<file path="src/rtl/i2s_tx.sv">
// ============================================================================
// Module   : i2s_tx
// Brief    : Stereo I2S transmitter; divides clock into BCLK/LRCK and shifts out
//            the latched {L16, R16} frame. Define I2S_TX_LJ_EN for left-justified.
// Revision : 1.0 - initial release
// ============================================================================
`default_nettype none

module i2s_tx #(
   parameter int DIV = 8
) (
   input  logic        clock,
   input  logic        reset,
   input  logic [14:0] left,
   input  logic [14:0] right,
   output logic        strobe,
   output logic        bclk,
   output logic        lrck,
   output logic        sdata
);

   localparam logic [7:0] C_CNT_MAX = 8'(DIV - 1);

   logic [7:0]  cnt_q, cnt_d;
   logic        bclk_q, bclk_d;
   logic [4:0]  pos_q, pos_d;
   logic        lrck_q, lrck_d;
   logic        sdata_q, sdata_d;
   logic        strobe_q, strobe_d;
   logic [31:0] frame_q, frame_d;
   logic [31:0] w_capture;
   logic [4:0]  w_idx;

   // Unsigned 15-bit mixer value to 16-bit two's complement (offset-binary flip).
   function automatic logic [15:0] to_pcm(input logic [14:0] x);
      return {~x[14], x[13:0], 1'b0};
   endfunction

   assign w_capture = {to_pcm(left), to_pcm(right)};

   always_comb begin
      cnt_d    = cnt_q;
      bclk_d   = bclk_q;
      pos_d    = pos_q;
      lrck_d   = lrck_q;
      sdata_d  = sdata_q;
      strobe_d = 1'b0;
      frame_d  = frame_q;
      w_idx    = 5'd0;
      if (cnt_q == C_CNT_MAX) begin
         cnt_d  = 8'd0;
         bclk_d = ~bclk_q;
         if (bclk_q) begin
            pos_d  = pos_q + 5'd1;
            lrck_d = pos_d[4];
`ifdef I2S_TX_LJ_EN
            w_idx   = ~pos_d;
            sdata_d = (pos_d == 5'd0) ? w_capture[31] : frame_q[w_idx];
`else
            // At pos 0 the index wraps to bit 0 of the outgoing frame (prev R LSB).
            w_idx   = ~(pos_d - 5'd1);
            sdata_d = frame_q[w_idx];
`endif
            if (pos_d == 5'd0) begin
               frame_d  = w_capture;
               strobe_d = 1'b1;
            end
         end
      end else begin
         cnt_d = cnt_q + 8'd1;
      end
   end

   always_ff @(posedge clock) begin
      if (!reset) begin
         cnt_q    <= 8'd0;
         bclk_q   <= 1'b0;
         pos_q    <= 5'd31;
         lrck_q   <= 1'b0;
         sdata_q  <= 1'b0;
         strobe_q <= 1'b0;
         frame_q  <= 32'd0;
      end else begin
         cnt_q    <= cnt_d;
         bclk_q   <= bclk_d;
         pos_q    <= pos_d;
         lrck_q   <= lrck_d;
         sdata_q  <= sdata_d;
         strobe_q <= strobe_d;
         frame_q  <= frame_d;
      end
   end

   assign strobe = strobe_q;
   assign bclk   = bclk_q;
   assign lrck   = lrck_q;
   assign sdata  = sdata_q;

endmodule

`default_nettype wire

</file>
<file path="config.mk">
export PLATFORM = sky130hd
export DESIGN_NAME = i2s_tx
export DESIGN_NICKNAME = d
export VERILOG_FILES = /design/src/rtl/i2s_tx.sv
export SDC_FILE = /design/constraint.sdc
export NUM_CORES = 1
export LEC_CHECK = 0
export ABC_CLOCK_PERIOD_IN_PS = 2900
export BUFFER_PORTS_ARGS = -buffer_cell sky130_fd_sc_hd__buf_2
export CORE_MARGIN = 5
export CORE_UTILIZATION = 45
export DETAILED_ROUTE_END_ITERATION = 7
export PLACE_DENSITY = 0.66
export SYNTH_ARGS = -nofsm -noshare
export SYNTH_HDL_FRONTEND = slang
export SYNTH_SLANG_ARGS = --single-unit
</file>
<file path="constraint.sdc">
create_clock -name clock -period 2.9 [get_ports clock]
set_clock_uncertainty 0.05 [all_clocks]
set_input_delay 0.58 -clock clock [delete_from_list [all_inputs] [get_ports clock]]
set_output_delay 0.58 -clock clock [all_outputs]
set_load 0.005 [all_outputs]
</file>
==> impl_metrics.py <==
metrics = {
    "outcome": {
        "outcome": "finished clean",
    },
    "timing": {
        "maxSlewViolCount": 0,
        "setup_viol": 0,
        "holdWs_ns": 0.399,
        "hold_violations": 0,
        "timing.fmax_mhz": 386,
        "timing.final.crit_share_pct": 89.2,
        "rsz0062_at_grt": "false",
        "slew-limit-headroom_pct": 45.9,
        "worst_pin_slew_ns": 0.812,
        "tns_ns": 0,
        "fin_crit_ns": 2.59,
        "worst_slack_ns": 0.312,
    },
    "synth": {
        "async_flop_share_pct": 0,
        "yosys.area.top_type": "dfxtp_1",
        "syn_nets": 274,
        "synth-edff-count": 0,
        "syn_area_um2": 2170,
        "yosysTopAreaCellShare_pct": 43.3,
        "synth-seq-cells": 47,
        "yosys-top-cells-area": "dfxtp_1 (43%), nand2_1 (12%), a21boi_0 (7.9%)",
        "synth_ff_type": "dfxtp_1",
        "syn_inst": 240,
        "netlist-cell-type-count": 38,
        "yosys_warnings": 0,
        "avgSynthCellArea_um2": 9.06,
        "synth_seq_area_share_pct": 43.3,
    },
    "placement": {
        "place_inst": 319,
        "dp_slack_ns": 0.327,
        "dpl_cell_area_um2": 2380,
        "gp_routability_congestion": 0.759,
        "dp_hpwl_mm": 2.85,
        "portBuffers": 35,
    },
    "layout": {
        "post-route-util_pct": 52.4,
        "drive_gt1_share_pct": 21.4,
        "finalNonFillerCells": 325,
        "final_cell_area_um2": 2460,
        "area_growth_pct": 13.0,
        "fin_nets": 306,
        "n_antenna_cell": 0,
    },
    "routing": {
        "ant_nets": 0,
        "routed_wl_mm": 4.14,
        "route.detailed.drc": 0,
        "dr_total_vias": 1677,
        "drt_iter0_markers": 110,
        "wl_per_cell_um": 12.7,
        "first_pass_iters": 4,
        "vias_per_cell": 5.16,
    },
    "cts": {
        "cts_tree": "built",
        "cts-hold-fix-buffers": 0,
        "numClockSinks": 47,
        "path_clk_slew_ns": 0.08,
        "postCtsSetupBuffers": 0,
        "clk_latency_ns": 0.29,
        "cts_made_buffers": 5,
        "clock-root-buffer": "clkbuf_8",
        "cts_resized": 0,
        "clock_path_buffers": 2,
        "htreeDepth": 2,
    },
    "power": {
        "power_frac_comb_pct": 3.9,
        "pwr-share-seq_pct": 61.9,
        "p_sw_share_pct": 20.8,
        "power_switching_uw": 218,
        "vdd_ir_drop_max_mv": 0.192,
        "p_int_uw": 833,
        "leakagePower_nw": 0.967,
        "clockPowerShare_pct": 34.1,
        "power_density_nw_per_um2": 428,
        "total_power_mw": 1.05,
    },
    "hold_path": {
        "hp-class": "flop to flop",
        "worstHoldStart": "cnt_q[0]$_SDFF_PP0_",
        "hold_depth": 1,
        "hold_path_end": "cnt_q[0]$_SDFF_PP0_",
    },
    "flow_run": {
        "cap_violations": 0,
    },
    "critical_path": {
        "crit_type": "flop to flop",
        "end_kind": "flop",
        "ff2ff_path_depth": 7,
        "start_kind": "flop",
        "r2r_end": "sdata$_SDFFE_PN0P_",
        "cp_max_fo": 8,
        "cp.required_ns": 3.04,
        "r2r_slack_ns": 0.31,
        "arrival_ns": 2.73,
        "reg2reg_from": "pos_q[1]$_SDFFE_PN1P_",
    },
    "floorplan": {
        "core.rowCount": 25,
        "core_area_um2": 4690,
        "ios": 36,
        "chipHeight_um": 79.5,
        "die_area_um2": 6320,
        "initial_core_util_pct": 46.3,
        "die_width_um": 79.5,
    },
    "global_routing": {
        "grt_overflow": 0,
        "grt_pass1_vias": 1640,
        "grt_pass1_wl_mm": 7.18,
        "grt_use_total_pct": 14.5,
        "grt_start_max_net_pins": 43,
        "antenna_found_initial": 0,
    },
}
## cell families (layout without fill, tap and decap cells)
group | count (synthesis) | in the layout | share of synthesized area (%)
adder cells (fa/ha/maj) | 2 | 2 | 1.15
AO/OA/AOI/OAI | 44 | 44 | 14.7
flip-flops | 47 | 47 | 43.3
XOR/XNOR | 12 | 12 | 5.18
multiplexers | 13 | 13 | 9.49
buffers and inverters | 17 | 48 | 3.57
AND/OR/NAND/NOR | 105 | 105 | 22.7
## critical path, stage by stage (launching register included)
cell and delay [ns]:
dfxtp_1 0.38, ha_1 0.37, and3b_1 0.20, o31ai_2 0.28
xor2_2 0.31, mux2_2 0.38, a2111o_1 0.40, o211a_1 0.12
## cells in the final DEF, fill, tap and decap left out, types with 2 or more instances in the layout
master / instances
nand2_1: 68
dfxtp_1: 47
buf_2: 35
a21boi_0: 23
nand3_1: 8
xor2_1: 8
nor2_1: 7
and2_1: 6
mux2i_1: 6
mux4_2: 6
and3_1: 5
a21boi_1: 5
clkbuf_8: 5
buf_4: 5
a21oi_1: 4
o21ai_0: 4
xnor2_1: 3
nor3_4: 2
inv_1: 2
o21ai_1: 2
o211a_1: 2
ha_1: 2
## cell usage after synthesis (2+ instances only)
master,instances
a21boi_0,23
a21boi_1,5
a21oi_1,4
and2_1,6
and3_1,5
buf_2,5
clkbuf_1,8
dfxtp_1,47
ha_1,2
inv_1,2
mux2i_1,6
mux4_2,6
nand2_1,68
nand3_1,8
nor2_1,7
nor3_4,2
o211a_1,2
o21ai_0,4
o21ai_1,2
xnor2_1,3
xor2_1,8
## flip-flops by register name, summed over array words and instances (netlist names)
name	count
pos_q	5
bclk	1
sdata	1
cnt_q	8
lrck	1
strobe	1
frame_q	30
## worst max path at each step
stage,startpoint,to,slack (ns),cells after the start
5_1_grt,cnt_q[4]$_SDFF_PP0_,frame_q[24]$_SDFFE_PN0P_,0.13,7
3_5_place_dp,cnt_q[4]$_SDFF_PP0_,frame_q[19]$_SDFFE_PN0P_,0.33,7
6_report,pos_q[1]$_SDFFE_PN1P_,sdata$_SDFFE_PN0P_,0.31,7
2_1_floorplan,pos_q[1]$_SDFFE_PN1P_,sdata$_SDFFE_PN0P_,0.44,7
4_1_cts,pos_q[1]$_SDFFE_PN1P_,sdata$_SDFFE_PN0P_,0.31,7
3_3_place_gp,cnt_q[4]$_SDFF_PP0_,frame_q[25]$_SDFFE_PN0P_,0.36,7
## area by class of cell
type                            instances  area (µm²)
Clock buffer                            6        72.6
Sequential cell                        47         941
Timing Repair Buffer                   40         213
Inverter                                2        7.51
Tap cell                               54        67.6
Fill cell                             460        2230
Multi-Input combinational cell        176        1160
## routing by layer
| layer | GRT usage, % | share of wire, % | vias up |
|---|---|---|---|
| met5 | 0 | 0 | - |
| met4 | 6.19 | 1.7 | 0 |
| met3 | 4.51 | 3.6 | 6 |
| met2 | 22.9 | 45 | 25 |
| met1 | 18.1 | 50 | 775 |
| li1 | - | - | 871 |
## power by group through the flow
stage	clock network (mW)	registers [mW]	logic [mW]
floorplan	0	0.666	0.0177
global placement	0	0.666	0.0411
detailed placement	0	0.667	0.0414
CTS	0.374	0.651	0.0417
global route	0.397	0.652	0.0463
finish	0.359	0.651	0.0411
Power figures use the tool's default switching activity.
